### config.mk
export PLATFORM = sky130hd
export DESIGN_NAME = keypad_decoder
export DESIGN_NICKNAME = d
export VERILOG_FILES = /design/src/rtl/keypad_decoder.sv
export SDC_FILE = /design/constraint.sdc
export NUM_CORES = 1
export LEC_CHECK = 0
export BUFFER_PORTS_ARGS = -buffer_cell sky130_fd_sc_hd__buf_4
export CELL_PAD_IN_SITES_DETAIL_PLACEMENT = 0
export CELL_PAD_IN_SITES_GLOBAL_PLACEMENT = 1
export CORE_UTILIZATION = 41
export CTS_CLUSTER_SIZE = 20
export DETAILED_ROUTE_END_ITERATION = 10
export GPL_TIMING_DRIVEN = 0
export MAX_ROUTING_LAYER = met4
export PLACE_DENSITY_LB_ADDON = 0.1
export SKIP_LAST_GASP = 1
export SYNTH_ARGS = -nofsm -noshare
export SYNTH_HDL_FRONTEND = slang
export SYNTH_SLANG_ARGS = --single-unit
### constraint.sdc
create_clock -name keypad_clk -period 1.95 [get_ports keypad_clk]
set_input_delay 0.195 -clock keypad_clk [delete_from_list [all_inputs] [get_ports keypad_clk]]
set_output_delay 0.195 -clock keypad_clk [all_outputs]
set_load 0.05 [all_outputs]
### src/rtl/keypad_decoder.sv
// Receive side of a 4x4 matrix keypad: accumulates one scan frame per row sweep
// and turns single-key frames into debounced press/hold/release events.
module keypad_decoder #(
  parameter int unsigned DEBOUNCE_FRAMES = 3,
  parameter int unsigned RELEASE_FRAMES  = 2
) (
  input  logic       keypad_clk,
  input  logic       reset,
  input  logic [3:0] keypad_row,
  input  logic [3:0] keypad_col,
  output logic [3:0] key_code,
  output logic       key_valid,
  output logic       key_held,
  output logic       multi_key
);

  typedef enum logic [1:0] {
    IDLE     = 2'd0,
    DEBOUNCE = 2'd1,
    PRESSED  = 2'd2
  } state_t;

  typedef enum logic [1:0] {
    RES_NONE   = 2'd0,
    RES_SINGLE = 2'd1,
    RES_MULTI  = 2'd2
  } result_t;

  localparam logic [3:0] DEB_LIMIT = 4'(DEBOUNCE_FRAMES);
  localparam logic [3:0] REL_LIMIT = 4'(RELEASE_FRAMES);

  // Counters stop at all-ones instead of wrapping.
  function automatic logic [3:0] sat_inc(input logic [3:0] v);
    return (v == 4'hF) ? v : v + 4'd1;
  endfunction

  function automatic logic [2:0] low_count(input logic [3:0] col);
    return 3'(!col[0]) + 3'(!col[1]) + 3'(!col[2]) + 3'(!col[3]);
  endfunction

  state_t     state_r;
  logic [3:0] cand_r;
  logic [3:0] cnt_r;
  logic [3:0] rel_cnt_r;
  logic       acc_hit_r;
  logic       acc_multi_r;
  logic [3:0] acc_code_r;

  logic       row_valid_s;
  logic [1:0] row_idx_s;
  logic [1:0] col_idx_s;
  logic [2:0] low_cnt_s;
  logic       sample_hit_s;
  logic       frame_multi_s;
  logic       frame_hit_s;
  logic [3:0] frame_code_s;
  logic       frame_end_s;
  result_t    result_s;

  // Decode the current sample and fold it into the running frame result.
  always_comb begin
    row_valid_s = 1'b1;
    row_idx_s   = 2'd0;
    col_idx_s   = 2'd0;
    case (keypad_row)
      4'b1110: row_idx_s = 2'd0;
      4'b1101: row_idx_s = 2'd1;
      4'b1011: row_idx_s = 2'd2;
      4'b0111: row_idx_s = 2'd3;
      default: row_valid_s = 1'b0;
    endcase
    case (keypad_col)
      4'b1110: col_idx_s = 2'd0;
      4'b1101: col_idx_s = 2'd1;
      4'b1011: col_idx_s = 2'd2;
      4'b0111: col_idx_s = 2'd3;
      default: col_idx_s = 2'd0;
    endcase
    low_cnt_s    = low_count(keypad_col);
    sample_hit_s = row_valid_s && (low_cnt_s == 3'd1);
    // A bad row strobe, several low columns or a second hit all poison the frame.
    frame_multi_s = acc_multi_r || !row_valid_s || (low_cnt_s >= 3'd2) ||
                    (sample_hit_s && acc_hit_r);
    frame_hit_s   = acc_hit_r || sample_hit_s;
    if (acc_hit_r) begin
      frame_code_s = acc_code_r;
    end else begin
      frame_code_s = {row_idx_s, col_idx_s};
    end
    frame_end_s = (keypad_row == 4'b0111);
    if (frame_multi_s) begin
      result_s = RES_MULTI;
    end else if (frame_hit_s) begin
      result_s = RES_SINGLE;
    end else begin
      result_s = RES_NONE;
    end
  end

  // Frame accumulator, cleared on the frame-end sample that consumes it.
  always_ff @(posedge keypad_clk or negedge reset) begin
    if (!reset) begin
      acc_hit_r   <= 1'b0;
      acc_multi_r <= 1'b0;
      acc_code_r  <= 4'd0;
    end else if (frame_end_s) begin
      acc_hit_r   <= 1'b0;
      acc_multi_r <= 1'b0;
      acc_code_r  <= 4'd0;
    end else begin
      acc_hit_r   <= frame_hit_s;
      acc_multi_r <= frame_multi_s;
      acc_code_r  <= frame_code_s;
    end
  end

  // Debounce/press/release FSM with registered outputs, stepped once per frame.
  always_ff @(posedge keypad_clk or negedge reset) begin
    if (!reset) begin
      state_r   <= IDLE;
      cand_r    <= 4'd0;
      cnt_r     <= 4'd0;
      rel_cnt_r <= 4'd0;
      key_code  <= 4'd0;
      key_valid <= 1'b0;
      key_held  <= 1'b0;
      multi_key <= 1'b0;
    end else begin
      key_valid <= 1'b0;
      if (frame_end_s) begin
        multi_key <= (result_s == RES_MULTI);
        case (state_r)
          IDLE: begin
            if (result_s == RES_SINGLE) begin
              cand_r  <= frame_code_s;
              cnt_r   <= 4'd1;
              state_r <= DEBOUNCE;
            end
          end
          DEBOUNCE: begin
            if (result_s == RES_SINGLE && frame_code_s == cand_r) begin
              if (sat_inc(cnt_r) == DEB_LIMIT) begin
                key_code  <= cand_r;
                key_valid <= 1'b1;
                key_held  <= 1'b1;
                rel_cnt_r <= 4'd0;
                cnt_r     <= 4'd0;
                state_r   <= PRESSED;
              end else begin
                cnt_r <= sat_inc(cnt_r);
              end
            end else if (result_s == RES_SINGLE) begin
              cand_r <= frame_code_s;
              cnt_r  <= 4'd1;
            end else begin
              cnt_r   <= 4'd0;
              state_r <= IDLE;
            end
          end
          PRESSED: begin
            // Rollover keys only restart the release count; no new event until release.
            if (result_s == RES_NONE) begin
              if (sat_inc(rel_cnt_r) == REL_LIMIT) begin
                key_held  <= 1'b0;
                rel_cnt_r <= 4'd0;
                state_r   <= IDLE;
              end else begin
                rel_cnt_r <= sat_inc(rel_cnt_r);
              end
            end else begin
              rel_cnt_r <= 4'd0;
            end
          end
          default: begin
            state_r <= IDLE;
          end
        endcase
      end
    end
  end

endmodule

==> results.toml, run 1 <==
[die]
rows = 23
number_of_top_level_design_ports = 17
core_area_um2 = 4140
die_w_um = 68.7
design.die.area_um2 = 4720
start_util = 0.440
die_h_um = 68.7

[timing]
setup-tns-final_ps = -8940
fin_skew_ps = 13.1
fin_crit_ps = 2560
setup_slack_ps = -613
finalSetupViolations = 20
max_clock_freq_mhz = 390
slew-limit-headroom = 0.501
fin_crit_sh = 1.31
grt_setup_unrepaired = "true"
finalHoldViolCount = 0
slew_at_the_pin_closest_to_its_max_slew_limit_ps = 746
final_max_slew_viol_count = 0

[critical_path]
reg2reg_depth = 6
worstSetupPathType = "in2reg"
critical_path.endpoint = "rel_cnt_r[3]"
critical_path.startpoint = "keypad_col[0]"
timing.critical_path.cells = "buf_8, fa_1, inv_1, ha_2, inv_2, ha_4, nor3b_4, xor2_1, o211ai_1, o31a_1, or4_1, a22oi_1"
worst_path_largest_cell_delay_ps = 520
crit_cells = 12
critPathCaptureType = "flop"
start_kind = "input pin"
regToRegSetupSlack_ps = -380
cp.buffers_inverters = 3
critPathRequiredTime_ps = 2140
category_of_cells_accounting_for_the_largest_share_of_critical_path_delay = "adder cells"
arrival_ps = 2760
reg2reg_to = "rel_cnt_r[3]"
worst_path_max_delay_cell = "fa_1"
r2r-start = "cnt_r[0]"
critPathMaxFanout = 4

[synthesis]
synth_fa_ha_area_frac = 0.0658
netlist_instances = 206
synth_fp_nets = 225
yosysUniqueCellTypes = 51
synth.yosys.seq_area_share = 0.370
synth-main-ff-cell = "dfrtp_1"
synth_simple_gate_area_share = 0.206
muxShareOfSynthArea = 0.0521
synth.avg_cell_area_um2 = 8.86
synth-edff-count = 0
share_of_async_settable_or_async_resettable_flops_after_synthesis = 1.00
synth_xor_area_frac = 0.0480
syn_area_um2 = 1820
synth_top_family_by_area = "compound AO/OA/AOI/OAI gates"
number_of_warnings_reported_in_the_yosys_synthesis_log = 0
synth_seq_cells = 27
synth_compound_gate_area_share = 0.209

[route]
avgRoutedWirePerCell_um = 14.9
total_vias_in_the_final_route = 1591
route.antenna.remaining_nets = 0
drt_drc_violations_left = 0
total_wire_length_after_detailed_routing_um = 4310
post_drt_via_cell_ratio = 5.49
detailedRoute.firstIterationViolations = 44
drtPass1Iterations = 4

[finish]
most-common-layout-cells = "27 x dfrtp_1, 25 x buf_4, 16 x inv_1, 16 x nor2_1, 15 x nand2_1"
diodes = 0
final_area_um2 = 2340
final_net_count = 260
layout-area-overhead-vs-synth_pct = 28.4
fillCellCount = 395
post_route_cells_drive_above_1_share = 0.271
mostFrequentLayoutCell = "dfrtp_1"

[global_routing]
global_route_wire_length_before_repair_um = 7380
grt_antenna_before_repair = 0
grt_pass1_vias = 1597
grt_max_degree = 28
overflow = 0
grt_resource_usage_total = 0.216

[pwr]
leakagePower_nw = 1.02
max-vdd-ir-drop_mv = 0.345
p_per_area_nw_per_um2 = 524

[clock_tree]
clock_tree.buffer_depth = 2
worstSkewPairLatency_ps = 270
clk_pin_slew_ps = 100
numClockSinks = 27
htreeDepth = 1
ctsRootBufferMaster = "clkbuf_8"
tritoncts.num_buffers = 3
tritoncts = "built"

[job]
cap_viol_max_count = 0

[run_status]
violations = "setup timing"
status = "complete, but fails checks"

[place]
dpl_cell_area_um2 = 2020
post-dp-hpwl_um = 2980
gp_weighted_congestion = 0.834
port_buffers = 14

[hold_path]
worst_hold_startpoint = "keypad_row[3]"
hold_path.class = "in2reg"
-- cell usage after synthesis (2+ instances only) --
master	count	area (µm²)
nor2b_1	3	18.8
and3_1	2	12.5
dfrtp_1	27	676
o21ai_0	17	85.1
nor3_1	5	25.0
a22o_1	2	17.5
nand4b_1	3	26.3
nand2_1	16	60.1
a22oi_1	2	15.0
a21o_1	2	15.0
nand2b_1	3	18.8
and2_1	2	12.5
o211ai_1	3	22.5
or2_2	2	12.5
nand3_1	8	40.0
o31a_1	2	17.5
nor2_1	17	63.8
ha_1	8	100
xor2_1	4	35.0
a31oi_1	2	12.5
buf_2	2	10.0
mux2_2	4	45.0
xnor2_1	6	52.6
o31ai_1	2	15.0
nor4_1	2	12.5
a21oi_1	15	75.1
mux2i_1	5	50.1
inv_1	17	63.8
-- tightest hold or removal path, cell delays in order --
cell and delay [ps]:
buf_4 130, a21oi_1 70, nor2_1 90
-- cell families (layout without fill, tap and decap cells) --
logic type,Yosys count,count (layout)
AND/OR/NAND/NOR,71,71
adder cells (fa/ha/maj),9,9
flip-flops,27,27
buffers and inverters,22,56
multiplexers,9,9
AO/OA/AOI/OAI,58,58
XOR/XNOR,10,10
-- layout make-up --
cell class	instances	area [µm²]	area share
buffer	5	25.0	0.0107
sequential	27	676	0.288
timing repair buffer	30	250	0.107
clock buffer	3	41.3	0.0176
tap	50	62.6	0.0267
clock inverter	1	5.00	0.00214
multi-input combinational	157	1220	0.520
inverter	17	63.8	0.0272
-- what timing repair did --
action | in CTS | in global routing
gates resized for setup | 13 | 22
pin swaps | 11 | 9
buffers inserted | 13 | 6
setup endpoints to repair | 20 | 20
hold endpoints to repair | 27 | 0
hold buffers | 1 | 0
-- through the flow --
stage                      util  hold WS (ps)  total power (W)  setup slack, ps  instances
after floorplan               -          -101         0.000807             -750        206
after global placement    0.488           126         0.000882            -1150        270
after detailed placement  0.488           127         0.000893            -1240        270
after CTS                 0.532           242          0.00125             -639        285
after global routing      0.565           260          0.00131             -792        290
final                     0.565           244          0.00123             -613        290
-- state kept, by name, summed over array words and instances (netlist names) --
register and cells:
multi_key 1, key_code 4, key_held 1, acc_multi_r 1
key_valid 1, acc_hit_r 1, state_r 2, cand_r 4
rel_cnt_r 4, cnt_r 4, acc_code_r 4
-- how the worst min path moves through the flow --
stage / cells after the start / to / slack, ps
after floorplan: 0 / acc_code_r[0] / -100
after global placement: 1 / acc_hit_r / 130
after detailed placement: 1 / acc_hit_r / 130
after CTS: 3 / acc_hit_r / 240
after global routing: 3 / acc_hit_r / 260
final: 3 / acc_hit_r / 240
-- routing by layer --
metal / routed length (µm) / track usage / up-vias
met4: 23 / 0.0510 / 0
met1: 1990 / 0.279 / 764
met3: 109 / 0.0313 / 2
met5: 0 / - / -
li1: - / - / 805
met2: 2180 / 0.357 / 20
-- where the power goes --
part           internal, W  total (W)  switching, W  leakage (nW)
Sequential        0.000586   0.000603     0.0000169         0.326
Combinational     0.000124   0.000314      0.000190         0.672
Clock             0.000143   0.000311      0.000168        0.0255
(Power assumes the default switching activity.)
==> inputs of run 2 (changes only) <==
--- a/config.mk
+++ b/config.mk
@@ -13,7 +13,8 @@
 export DETAILED_ROUTE_END_ITERATION = 10
 export GPL_TIMING_DRIVEN = 0
 export MAX_ROUTING_LAYER = met4
-export PLACE_DENSITY_LB_ADDON = 0.1
+export PLACE_DENSITY = 0.83
+export SETUP_SLACK_MARGIN = 0.15
 export SKIP_LAST_GASP = 1
 export SYNTH_ARGS = -nofsm -noshare
 export SYNTH_HDL_FRONTEND = slang
==> run 2 against run 1 <==
Compared with the run above: the run still ends with setup timing left; clock power is 5% higher; critical path depth stayed put; clock-buffer cell count stayed put; first-iteration DRC count is 41% higher; fmax is 0.14% higher; global-route usage is 0.89 points lower; sequential cell count stayed put; wire length is 0.77% lower; cell count is 0.34% lower; largest cell class unchanged; highest routed layer unchanged.
==> results.toml, run 2 (synthesis gave the netlist of run 1 again) <==
[critical_path]
critPathRequiredTime_ps = 2150
worstSetupPathType = "in2reg"
regToRegSetupSlack_ps = -350
arrival_ps = 2760
critPathCaptureType = "flop"
critPathMaxFanout = 3
start_kind = "input pin"

[clock_tree]
htreeDepth = 1
ctsRootBufferMaster = "clkbuf_8"
clock_tree.buffer_depth = 2
worstSkewPairLatency_ps = 280
numClockSinks = 27
tritoncts = "built"
clk_pin_slew_ps = 100
tritoncts.num_buffers = 3

[finish]
diodes = 0
fillCellCount = 394
layout.area.seq_um2 = 676
post_route_cells_drive_above_1_share = 0.259
final_area_um2 = 2320
multiInputGateArea_um2 = 1190
layout-area-overhead-vs-synth_pct = 27.0
mostFrequentLayoutCell = "dfrtp_1"
final_net_count = 259
most-common-layout-cells = "27 x dfrtp_1, 23 x buf_4, 16 x inv_1, 16 x nor2_1, 15 x nand2_1"

[job]
cap_viol_max_count = 0

[pwr]
max-vdd-ir-drop_mv = 0.496
p_per_area_nw_per_um2 = 531
report.power.total_w = 0.00123
leakagePower_nw = 1.01

[global_routing]
grt_antenna_before_repair = 0
grt_resource_usage_total = 0.207
grt_max_degree = 28
global_route_wire_length_before_repair_um = 7130
grt_pass1_vias = 1556
overflow = 0

[route]
post_drt_via_cell_ratio = 5.47
drtPass1Iterations = 4
total_vias_in_the_final_route = 1581
detailedRoute.firstIterationViolations = 62
drt_drc_violations_left = 0
avgRoutedWirePerCell_um = 14.8
total_wire_length_after_detailed_routing_um = 4280
route.antenna.remaining_nets = 0

[timing]
setup_slack_ps = -610
fin_crit_ps = 2560
fin_crit_sh = 1.31
fin_skew_ps = 8.19
finalSetupViolations = 20
final_max_slew_viol_count = 0
max_clock_freq_mhz = 391
finalHoldViolCount = 0
hold_slack_ps = 224
slew-limit-headroom = 0.526
slew_at_the_pin_closest_to_its_max_slew_limit_ps = 708
grt_setup_unrepaired = "true"
setup-tns-final_ps = -9090

[die]
die_w_um = 68.7
die_h_um = 68.7
core_area_um2 = 4140
design.die.area_um2 = 4720
start_util = 0.440
rows = 23
number_of_top_level_design_ports = 17

[place]
port_buffers = 14
gp_weighted_congestion = 0.807
dp_slack_ps = -1210
dpl_cell_area_um2 = 2020
post-dp-hpwl_um = 2820

[hold_path]
hold_path.class = "in2reg"

[run_status]
status = "complete, but fails checks"
violations = "setup timing"
==> run 2: cell count changes in the layout (fill, tap and decap cells not counted), sizes merged <==
cell,delta
buf,-1
clkinv,-1
clkinvlp,+1
==> run 2: final timing paths <==
path | from | to | cells after the start
hold reg to reg | multi_key | multi_key | 2
setup / recovery | keypad_col[0] | rel_cnt_r[3] | 12
setup reg to reg | cnt_r[0] | rel_cnt_r[3] | 6
hold / removal | keypad_row[3] | acc_hit_r | 3
max in group asynchronous | reset | acc_code_r[3] | 2
min in group asynchronous | reset | acc_hit_r | 2
==> run 2: power breakdown <==
group          internal (W)  switching [W]
Combinational      0.000114       0.000189
Clock              0.000145       0.000180
Sequential         0.000586      0.0000164
==> run 2: repair_timing <==
action                     CTS  global route
hold endpoints to repair    27             0
hold buffers                 1             0
pin swaps                   12             8
buffers inserted            10             4
setup endpoints to repair   20            22
gates resized for setup     21            10
==> run 2: final cells by class <==
| class | count | area share |
|---|---|---|
| clock inverters | 1 | 0.00324 |
| inverters | 17 | 0.0276 |
| well taps | 50 | 0.0270 |
| repair buffers | 29 | 0.106 |
| plain buffers | 5 | 0.0108 |
| multi-input cells | 157 | 0.515 |
| clock buffers | 3 | 0.0178 |
| flip-flops and latches | 27 | 0.292 |
==> run 2: routing by layer <==
layer	GRT usage	wire, µm	up-vias
li1	-	-	804
met1	0.272	2150	749
met2	0.336	1960	22
met3	0.0362	122	6
met4	0.0408	51	0
met5	-	0	-
==> run 2: stage by stage <==
step                utilization  instances
floorplan                     -        206
global placement          0.488        270
detailed placement        0.488        270
CTS                       0.541        285
global route              0.559        289
finish                    0.559        289
==> run 2: critical path: stages <==
cell,delay (ps)
buf_8,100
fa_1,520
inv_1,40
ha_2,170
inv_2,60
ha_4,190
nor3b_4,230
xor2_1,220
o211ai_1,160
o31a_1,300
or4_1,400
a22oi_1,170
==> inputs of run 3 (changes only) <==
--- a/config.mk
+++ b/config.mk
@@ -5,15 +5,17 @@
 export SDC_FILE = /design/constraint.sdc
 export NUM_CORES = 1
 export LEC_CHECK = 0
+export ABC_AREA = 1
 export BUFFER_PORTS_ARGS = -buffer_cell sky130_fd_sc_hd__buf_4
 export CELL_PAD_IN_SITES_DETAIL_PLACEMENT = 0
 export CELL_PAD_IN_SITES_GLOBAL_PLACEMENT = 1
 export CORE_UTILIZATION = 41
+export CTS_BUF_LIST = sky130_fd_sc_hd__clkbuf_4 sky130_fd_sc_hd__clkbuf_8
 export CTS_CLUSTER_SIZE = 20
 export DETAILED_ROUTE_END_ITERATION = 10
 export GPL_TIMING_DRIVEN = 0
 export MAX_ROUTING_LAYER = met4
-export PLACE_DENSITY = 0.83
+export PLACE_DENSITY = 0.85
 export SETUP_SLACK_MARGIN = 0.15
 export SKIP_LAST_GASP = 1
 export SYNTH_ARGS = -nofsm -noshare
==> run 3 against run 2 <==
Compared with the run above: synthesized area increased by 1.0%; the run still ends with setup timing left; sequential share of layout area up 1.2 points; clock skew up 0.69 ps; largest power group unchanged.
==> results.toml, run 3 <==
[synthesis]
synthTopCellsByArea = "dfrtp_1 37%, nand2_1 13%, inv_1 7.1%"
yosysTopAreaCellShare = 0.367
most_instantiated_cells_after_synthesis = "64 x nand2_1, 35 x inv_1, 27 x dfrtp_1"
synth_area_leader_cell = "dfrtp_1"
synth-main-ff-cell = "dfrtp_1"
syn_area_um2 = 1840
synth_fp_nets = 258
yosysUniqueCellTypes = 31
share_of_async_settable_or_async_resettable_flops_after_synthesis = 1.00
number_of_warnings_reported_in_the_yosys_synthesis_log = 0
netlist_instances = 239
synth.yosys.seq_area_share = 0.367
synth-edff-count = 0
synth.avg_cell_area_um2 = 7.71
cell_with_the_most_instances_after_synthesis = "nand2_1"
synth_seq_cells = 27

[route]
avgRoutedWirePerCell_um = 10.4
route.antenna.remaining_nets = 0
total_vias_in_the_final_route = 1492
total_wire_length_after_detailed_routing_um = 3320
detailedRoute.firstIterationViolations = 45
drtPass1Iterations = 4
post_drt_via_cell_ratio = 4.68
drt_drc_violations_left = 0

[die]
design.die.area_um2 = 4770
start_util = 0.426
die_h_um = 69.0
number_of_top_level_design_ports = 17
core_area_um2 = 4320
rows = 24
die_w_um = 69.0

[clock_tree]
htreeDepth = 1
clock_tree.buffer_depth = 2
tritoncts = "built"
numClockSinks = 27
ctsRootBufferMaster = "clkbuf_8"
clk_pin_slew_ps = 100
tritoncts.num_buffers = 3
worstSkewPairLatency_ps = 280

[pwr]
leakagePower_nw = 1.15
p_per_area_nw_per_um2 = 658
max-vdd-ir-drop_mv = 0.393

[timing]
grt_setup_unrepaired = "true"
setup_slack_ps = -170
max_clock_freq_mhz = 472
slew_at_the_pin_closest_to_its_max_slew_limit_ps = 405
final_max_slew_viol_count = 0
hold_slack_ps = 360
fin_skew_ps = 8.88
finalHoldViolCount = 0
fin_crit_sh = 1.09
fin_crit_ps = 2120
finalSetupViolations = 20
slew-limit-headroom = 0.729
setup-tns-final_ps = -2470

[finish]
post_route_cells_drive_above_1_share = 0.277
layout.cells.non_filler = 319
most-common-layout-cells = "58 x nand2_1, 32 x inv_1, 27 x dfrtp_1"
layout-area-overhead-vs-synth_pct = 20.7
final_net_count = 287
mostFrequentLayoutCell = "nand2_1"
diodes = 0

[place]
dp_slack_ps = -519
gp_weighted_congestion = 0.828
post-dp-hpwl_um = 2490
placed_cells = 307
port_buffers = 16

[job]
cap_viol_max_count = 0

[critical_path]
start_kind = "input pin"
critPathRequiredTime_ps = 2160
arrival_ps = 2330
critPathCaptureType = "flop"
critPathMaxFanout = 6
worstSetupPathType = "in2reg"

[global_routing]
grt_pass1_vias = 1348
overflow = 0
global_route_wire_length_before_repair_um = 6020
grt_antenna_before_repair = 0
grt_resource_usage_total = 0.157
grt_max_degree = 28

[run_status]
status = "complete, but fails checks"
violations = "setup timing"

[hold_path]
hold_path.class = "in2async"
==> run 3: changes by cell type after synthesis, moves of 12 or more <==
cell     change
a21oi_1     -13
nand2_1     +48
nand3_1     +12
o21ai_0     -14
inv_1       +18
o21ai_1     +15
==> run 3: repair_timing <==
| item | in CTS | in global routing |
|---|---|---|
| setup buffers | 4 | 2 |
| gates resized for setup | 11 | 8 |
| pin swaps | 17 | 14 |
| gates cloned | 1 | 0 |
| setup endpoints to repair | 20 | 21 |
| hold buffers | 1 | 0 |
| hold endpoints to repair | 27 | 0 |
==> run 3: critical path: stages <==
cell and delay (ps):
buf_8 100, fa_1 470, inv_1 70, ha_2 180, inv_2 50, ha_4 250
nor2_1 30, nand2_1 80, inv_2 60, nand2_2 70, nand3_4 90, nor2_8 180
nand2_4 70, nor2_4 160, nand3_2 130, o21ai_1 140
==> run 3: logic make-up after synthesis <==
| logic type | after synthesis | share of synthesized area |
|---|---|---|
| simple gates | 137 | 0.384 |
| flops | 27 | 0.367 |
| compound gates | 26 | 0.0917 |
| mux | 1 | 0.00543 |
| xor+xnor | 3 | 0.0143 |
| fa+ha+maj | 9 | 0.0652 |
| buf+inv | 36 | 0.0733 |
==> run 3: final timing paths <==
kind	depth (start not counted)	slack [ps]	startpoint	to
setup / recovery	16	-170	keypad_col[1]	cnt_r[3]
hold / removal	2	360	reset	key_code[1]
setup reg to reg	10	-40	cnt_r[0]	rel_cnt_r[0]
hold reg to reg	2	490	multi_key	multi_key
max in group asynchronous	2	1330	reset	state_r[1]
min in group keypad_clk	4	360	keypad_row[0]	acc_code_r[1]
==> run 3: metal layers <==
layer / vias to the layer above / GRT usage / part of all wire
li1: 807 / - / -
met1: 670 / 0.212 / 0.51
met2: 13 / 0.250 / 0.46
met3: 2 / 0.0351 / 0.024
met4: 0 / 0.0136 / 0.0033
met5: - / - / 0
==> run 3: per-stage QoR <==
stage | total power [W] | instance area (µm²) | util
6_report | 0.00146 | 2220 | 0.514
5_1_grt | 0.00157 | 2220 | 0.514
4_1_cts | 0.00148 | 2190 | 0.507
3_5_place_dp | 0.00111 | 2050 | 0.474
3_3_place_gp | 0.00111 | 2050 | 0.474
2_1_floorplan | 0.00101 | 1860 | -
==> run 3: power breakdown <==
part / leakage [nW] / switching [W] / internal (W) / total, W
Sequential: 0.353 / 0.0000255 / 0.000613 / 0.000639
Combinational: 0.778 / 0.000322 / 0.000177 / 0.000498
Clock: 0.0217 / 0.000182 / 0.000145 / 0.000327
Total: 1.15 / 0.000529 / 0.000935 / 0.00146
==> run 3: layout make-up <==
type | count | area [µm²]
Clock buffer | 3 | 41.3
Tap cell | 52 | 65.1
Clock inverter | 1 | 7.51
Timing Repair Buffer | 23 | 194
Multi-Input combinational cell | 177 | 1110
Sequential cell | 27 | 676
Inverter | 36 | 135
Fill cell | 449 | 2100
